===== src/rtl/fifo_reader_pkg.sv =====
// Shared types and constants for the FIFO stream reader.
// Optional XOR checksum is enabled with FIFO_READER_CKSUM_EN.
package fifo_reader_pkg;

  localparam int DATA_W_DEF = 32;
  localparam int LEN_W_DEF  = 8;
  localparam int SKID_DEPTH = 2;
  localparam int CNT_W      = $clog2(SKID_DEPTH + 1);

  typedef enum logic [1:0] {
    IDLE,
    READ,
    DRAIN,
    DONE
  } state_t;

endpackage


===== src/rtl/fifo_reader_skid.sv =====
// Two-entry in-order valid/ready output buffer.
// Entry 0 is the head; push and pop may happen in the same cycle.
module fifo_reader_skid
  import fifo_reader_pkg::*;
#(
  parameter int DATA_W = DATA_W_DEF
) (
  input  logic              clk,
  input  logic              rst_n,
  input  logic              push,
  input  logic [DATA_W-1:0] push_data,
  input  logic              push_last,
  input  logic              pop,
  output logic [CNT_W-1:0]  count,
  output logic [DATA_W-1:0] head_data,
  output logic              head_valid,
  output logic              head_last
);

  logic [DATA_W-1:0] data_q [SKID_DEPTH];
  logic              last_q [SKID_DEPTH];
  logic [CNT_W-1:0]  count_q;
  logic              do_pop;
  logic              do_push;
  logic [CNT_W-1:0]  wr_idx;

  assign head_valid = (count_q != '0);
  assign do_pop     = pop && head_valid;
  assign do_push    = push &&
    ((count_q != CNT_W'(SKID_DEPTH)) || do_pop);
  assign wr_idx     = count_q - CNT_W'(do_pop);

  // Shift on pop first; a same-cycle push then
  // overwrites the slot it lands in.
  always_ff @(posedge clk or negedge rst_n) begin
    if (!rst_n) begin
      for (int i = 0; i < SKID_DEPTH; i++) begin
        data_q[i] <= '0;
        last_q[i] <= 1'b0;
      end
      count_q <= '0;
    end else begin
      if (do_pop) begin
        data_q[0] <= data_q[1];
        last_q[0] <= last_q[1];
        data_q[1] <= '0;
        last_q[1] <= 1'b0;
      end
      if (do_push) begin
        data_q[wr_idx[0]] <= push_data;
        last_q[wr_idx[0]] <= push_last;
      end
      count_q <= count_q
        + CNT_W'(do_push)
        - CNT_W'(do_pop);
    end
  end

  assign count     = count_q;
  assign head_data = data_q[0];
  assign head_last = last_q[0] && head_valid;

endmodule


===== src/rtl/fifo_stream_reader.sv =====
// Read-side controller: pops cmd_len words from the FIFO onto a stream.
// Define FIFO_READER_CKSUM_EN to add the cksum/cksum_valid outputs.
module fifo_stream_reader
  import fifo_reader_pkg::*;
#(
  parameter int DATA_W = DATA_W_DEF,
  parameter int LEN_W  = LEN_W_DEF
) (
  input  logic              Clk,
  input  logic              Rst_n,
  input  logic              cmd_start,
  input  logic [LEN_W-1:0]  cmd_len,
  input  logic              fifo_empty,
  input  logic [DATA_W-1:0] fifo_data,
  output logic              fifo_rd,
  output logic              fifo_en,
  output logic [DATA_W-1:0] out_data,
  output logic              out_valid,
  input  logic              out_ready,
  output logic              out_last,
  output logic              busy,
  output logic              done
`ifdef FIFO_READER_CKSUM_EN
  ,
  output logic [DATA_W-1:0] cksum,
  output logic              cksum_valid
`endif
);

  localparam int OCC_W = CNT_W + 1;

  state_t            state;
  state_t            state_nxt;
  logic [LEN_W-1:0]  remaining;
  logic [LEN_W-1:0]  len_q;
  logic [LEN_W-1:0]  sent;
  logic              inflight;
  logic [CNT_W-1:0]  skid_count;
  logic              pop;
  logic              start_ok;
  logic              push_last;
  logic [OCC_W-1:0]  occ;
  logic              room;
  logic              drained;

  assign start_ok = (state == IDLE) && cmd_start;
  assign pop      = out_valid && out_ready;
  assign fifo_en  = Rst_n;

  // Credit the word leaving this cycle so a steady
  // ready stream keeps one read per clock.
  assign occ  = OCC_W'(skid_count)
              + OCC_W'(inflight)
              - OCC_W'(pop);
  assign room = occ < OCC_W'(SKID_DEPTH);

  assign drained = !inflight &&
    ((skid_count == '0) ||
     ((skid_count == CNT_W'(1)) && pop));

  always_ff @(posedge Clk or negedge Rst_n) begin
    if (!Rst_n) begin
      state <= IDLE;
    end else begin
      state <= state_nxt;
    end
  end

  always_comb begin
    state_nxt = state;
    unique case (state)
      IDLE: begin
        if (cmd_start) begin
          state_nxt = (cmd_len == '0) ? DONE : READ;
        end
      end
      READ: begin
        if (fifo_rd && remaining == LEN_W'(1)) begin
          state_nxt = DRAIN;
        end
      end
      DRAIN: begin
        if (drained) begin
          state_nxt = DONE;
        end
      end
      DONE: begin
        state_nxt = IDLE;
      end
      default: begin
        state_nxt = IDLE;
      end
    endcase
  end

  // EMPTY already reflects the previous pop, so the
  // read strobe stays combinational from it.
  always_comb begin
    fifo_rd = 1'b0;
    busy    = (state != IDLE);
    done    = (state == DONE);
    if (state == READ) begin
      fifo_rd = !fifo_empty
             && (remaining != '0)
             && room;
    end
  end

  always_ff @(posedge Clk or negedge Rst_n) begin
    if (!Rst_n) begin
      remaining <= '0;
      len_q     <= '0;
      sent      <= '0;
      inflight  <= 1'b0;
    end else begin
      inflight <= fifo_rd;
      if (start_ok) begin
        remaining <= cmd_len;
        len_q     <= cmd_len;
        sent      <= '0;
      end else begin
        if (fifo_rd) begin
          remaining <= remaining - LEN_W'(1);
        end
        if (inflight) begin
          sent <= sent + LEN_W'(1);
        end
      end
    end
  end

  assign push_last = (sent == len_q - LEN_W'(1));

  fifo_reader_skid #(
    .DATA_W (DATA_W)
  ) u_skid (
    .clk        (Clk),
    .rst_n      (Rst_n),
    .push       (inflight),
    .push_data  (fifo_data),
    .push_last  (push_last),
    .pop        (pop),
    .count      (skid_count),
    .head_data  (out_data),
    .head_valid (out_valid),
    .head_last  (out_last)
  );

`ifdef FIFO_READER_CKSUM_EN
  logic [DATA_W-1:0] cksum_q;

  always_ff @(posedge Clk or negedge Rst_n) begin
    if (!Rst_n) begin
      cksum_q <= '0;
    end else if (start_ok) begin
      cksum_q <= '0;
    end else if (pop) begin
      cksum_q <= cksum_q ^ out_data;
    end
  end

  assign cksum       = cksum_q;
  assign cksum_valid = done;
`endif

endmodule


===== config.mk =====
export PLATFORM = sky130hd
export DESIGN_NAME = fifo_stream_reader
export DESIGN_NICKNAME = d
export VERILOG_FILES = /design/src/rtl/fifo_reader_pkg.sv /design/src/rtl/fifo_reader_skid.sv /design/src/rtl/fifo_stream_reader.sv
export SDC_FILE = /design/constraint.sdc
export NUM_CORES = 1
export LEC_CHECK = 0
export CORE_MARGIN = 10
export CORE_UTILIZATION = 42
export DETAILED_ROUTE_END_ITERATION = 8
export PLACE_DENSITY = 0.71
export SETUP_SLACK_MARGIN = 0.1
export SLEW_MARGIN = 20
export SYNTH_ARGS = -nofsm -noshare
export SYNTH_HDL_FRONTEND = slang
export SYNTH_SLANG_ARGS = --single-unit

===== constraint.sdc =====
create_clock -name Clk -period 4.35 [get_ports Clk]
set_input_delay 0.435 -clock Clk [delete_from_list [all_inputs] [get_ports Clk]]
set_output_delay 0.435 -clock Clk [all_outputs]
set_load 0.01 [all_outputs]

==> flow_results.org <==
** Clock tree
- Clock transition at the registers of the reported paths :: 70 ps
- Root Buffer Master :: clkbuf_16
- The number of clock buffers added by TritonCTS is 9.
- Clock tree from TritonCTS :: yes
- The clock drives 95 sinks.
- H-tree depth reported by CTS :: 3
- Once the clock tree was built, the resizer swapped 0 gates to a different size.
- Number of post-CTS setup repair buffers :: 0
- The clock passes through at most 2 buffers.
- Clock latency on the worst-skew pair :: 350 ps

** Yosys
- In this run, synthesis inferred 0 flip-flops with an integrated enable.
- Gate Count Post-Synth :: 517
- Number of distinct standard cells referenced by the synthesized netlist :: 44
- Most numerous cell in the Yosys netlist :: dfrtp_1
- Averaged over all synthesized cells, the footprint is 9.39 um^2.
- In the synthesized netlist, the cells that appear most often are dfrtp_1, nand2_1, nor2_1, o21ai_0, a21oi_1.
- The biggest area contributor in the post-synthesis netlist is dfrtp_1.
- In the post-synthesis netlist, the biggest area contributors are dfrtp_1, nand2_1, mux2i_1.
- The share of synthesized area in the top cell type comes to 49.0%.
- The cell area that synthesis handed to floorplanning was 0.00485 mm^2.
- After synthesis the netlist holds a flip-flop and latch count of 95.
- The most used flip-flop cell after synthesis is dfrtp_1.
- Register area share after synthesis :: 49.0%
- Syn. warnings :: 0
- Synthesis produced a netlist with a net count of 576.
- Of all flip-flops after synthesis, the portion carrying an async set or reset was 100%.

** Final layout
- In the final layout, the multi-input gates occupy 0.00207 mm^2.
- The layout has 1040 filler cells.
- Number of nets in the layout :: 616
- Number of antenna cells inserted :: 0
- Cells with a size suffix above 1 make up 6.05% of the layout.
- Area added between synthesis and finish :: 20.3%
- Across the whole layout, storage elements account for 0.00238 mm^2.

** Drt
- Summed over all layers, the routed wires come to 10600 um.
- The detail route stage leaves a number of antenna-violating nets equal to 0.
- After detailed routing, the average wire length per cell comes to 15.1 um.
- For this block, the via count after detailed routing is 3615.
- Initial DRC Count :: 326
- After detailed routing, the number of vias per cell comes to 5.13.
- After detailed routing, the number of remaining DRC violations is 0.
- Detailed-router iteration count before antenna repair :: 4

** Timing
- The count of endpoints failing hold in the final timing report was 0.
- In the finished design, the share of the clock period the worst path needs comes to 89.6%.
- For the pin with the worst max-slew slack, the measured transition is 908 ps.
- Setup violations remaining at the end of the flow were counted as 0.
- Static timing analysis puts the maximum clock frequency at 0.257 GHz.
- Unrepaired setup endpoints after global routing :: no
- The total count of max-transition violations in the final report came to 0.
- Between clock sinks in the finished design, the worst skew comes to 9.28 ps.
- Post-layout minimum cycle time :: 3900 ps
- Setup total negative slack on the finished layout was measured at 0 ps.
- Max transition margin :: 39.3%
- Across all setup checks in the final design, the least slack found is 452 ps.

** Global routing
- Number of global-route vias before repair :: 3614
- GRT met2 Usage :: 20.2%
- Global routing consumed, over all layers together, 13.4% of the routing resources.
- Global routing met3 resource utilization :: 4.14%
- Aggregate global routing overflow :: 0
- Largest net degree at the start of global routing :: 83
- The first global-routing pass estimated 18200 um of wire.
- For met1 alone, demand over resource in global routing was 18.0%.
- Most heavily used metal layer in global routing :: met2
- Initial antenna violation count :: 0

** Critical path
- Cell type group with the largest total delay on the critical path :: simple AND/OR/NAND/NOR gates
- Arrival time worst endpoint :: 3460 ps
- The most numerous cell type found on the critical path is inv_1.
- Traced cell by cell, the critical path runs through or2_2 > nand2_2 > inv_1 > ha_1 > inv_1 > nand2_1 > fa_1 > xor2_1 > nor3_4 > and2_2 > clkdlybuf4s50_1.
- Together, buffers and inverters on the worst path number 3.
- Along the worst path, the maximum fanout reaches 9.
- CP peak stage delay :: 550 ps
- Worst path required time :: 3910 ps
- On the critical path, the stage with the largest delay is an instance of clkdlybuf4s50_1.
- Critical path launch point type :: flip-flop
- The setup path with the least slack is of type flip-flop to output port.
- Type of element capturing the critical path :: output port

** Pwr
- IR Drop Worst-Case VDD :: 0.297 mV
- Pwr Density :: 593 mW/mm^2
- In this run the static leakage power is 2.68 nW.

** Floorplan
- 83 I/O pins were placed.
- Starting density of the core :: 42.7%
- Floorplan die width :: 128 um
- After floorplanning, the core was sized to cover 0.0114 mm^2.
- Overall die height :: 128 um
- Placement Rows :: 39
- Total Die Area :: 0.0163 mm^2

** Worst hold path
- In this run the worst hold path is classified as input port to async pin.

** Placement
- Post-place setup slack :: 693 ps
- Placer Congestion :: 0.831
- During placement, the flow inserted port buffers numbering 82.
- Post-DP HPWL :: 7410 um

** Status
- Status :: completed

** Flow run
- The tool flagged a number of max-cap violations equal to 0.
metrics by stage:
step           util, %  area (um^2)  power, mW  cells  hold WS (ps)
3_5_place_dp      48.7         5530       2.73    688           305
3_3_place_gp      48.7         5530       2.66    688           298
2_1_floorplan        -         4850       2.34    517           139
5_1_grt           51.4         5840       3.73    705           517
4_1_cts           51.3         5830       3.51    705           506
6_report          51.4         5840       3.46    705           518
final cells by class:
class	instances	area share, %
Clock buffer	10	4.09
Clock inverter	6	0.900
Inverter	17	1.09
Multi-Input combinational cell	347	35.4
Sequential cell	95	40.7
Tap cell	143	3.06
Timing Repair Buffer	87	14.8
sequential cells by signal, indices dropped and copies added (netlist names):
register,cells
u_skid.head_data,32
sent,8
len_q,8
remaining,8
u_skid.last_q,2
u_skid.count,2
state,2
u_skid.data_q,32
inflight,1
where the power goes:
part           switching (mW)  internal [mW]  leakage, nW  total (mW)
Sequential              0.219           1.16         1.27        1.38
Clock                   0.347          0.411        0.144       0.758
Combinational           0.680          0.652         1.26        1.33
Total                    1.25           2.22         2.68        3.46
layer usage:
layer / wire length [um] / up-vias
met5: 0 / -
met4: 87 / 0
met3: 602 / 8
met2: 4910 / 84
met1: 5020 / 1739
li1: - / 1784
layout by cell type (no fill, tap or decap), types with 3 or more instances in the layout:
cell type,n
dfrtp_1,95
nand2_1,91
clkdlybuf4s50_1,81
nor2_1,46
o21ai_0,42
a21oi_1,40
mux2i_1,34
inv_1,17
xnor2_1,13
ha_1,13
xor2_1,11
nand4_1,10
clkbuf_16,9
nor2b_1,4
clkinv_4,4
buf_4,4
or2_2,3
o22ai_1,3
nor3_1,3
nor4_1,3
final timing paths:
check / endpoint / start / slack [ps] / cells after the start
setup / recovery: fifo_rd / u_skid.count[1] / 450 / 11
hold / removal: u_skid.head_data[9] / Rst_n / 520 / 2
setup reg to reg: state[1] / u_skid.count[1] / 1080 / 12
hold reg to reg: len_q[7] / len_q[7] / 520 / 2
max in group asynchronous: u_skid.head_data[0] / Rst_n / 2860 / 3
min in group Clk: len_q[7] / len_q[7] / 520 / 2
timing repair:
item / 4_1_cts / 5_1_grt
hold buffers: 1 / 0
setup endpoints to repair: 0 / 0
endpoints found under the hold margin: 13 / 0
logic make-up after synthesis:
| group | count (synthesis) | synth area share, % |
|---|---|---|
| AOI/OAI and AO/OA | 95 | 10.7 |
| xor gates and xnor gates | 24 | 4.33 |
| adders and majority gates | 14 | 3.76 |
| buffers and inverters | 75 | 8.63 |
| DFF | 95 | 49.0 |
| muxes | 35 | 7.24 |
| and+or+nand+nor | 179 | 16.4 |
Note: power is estimated with default switching activity, not from simulation.
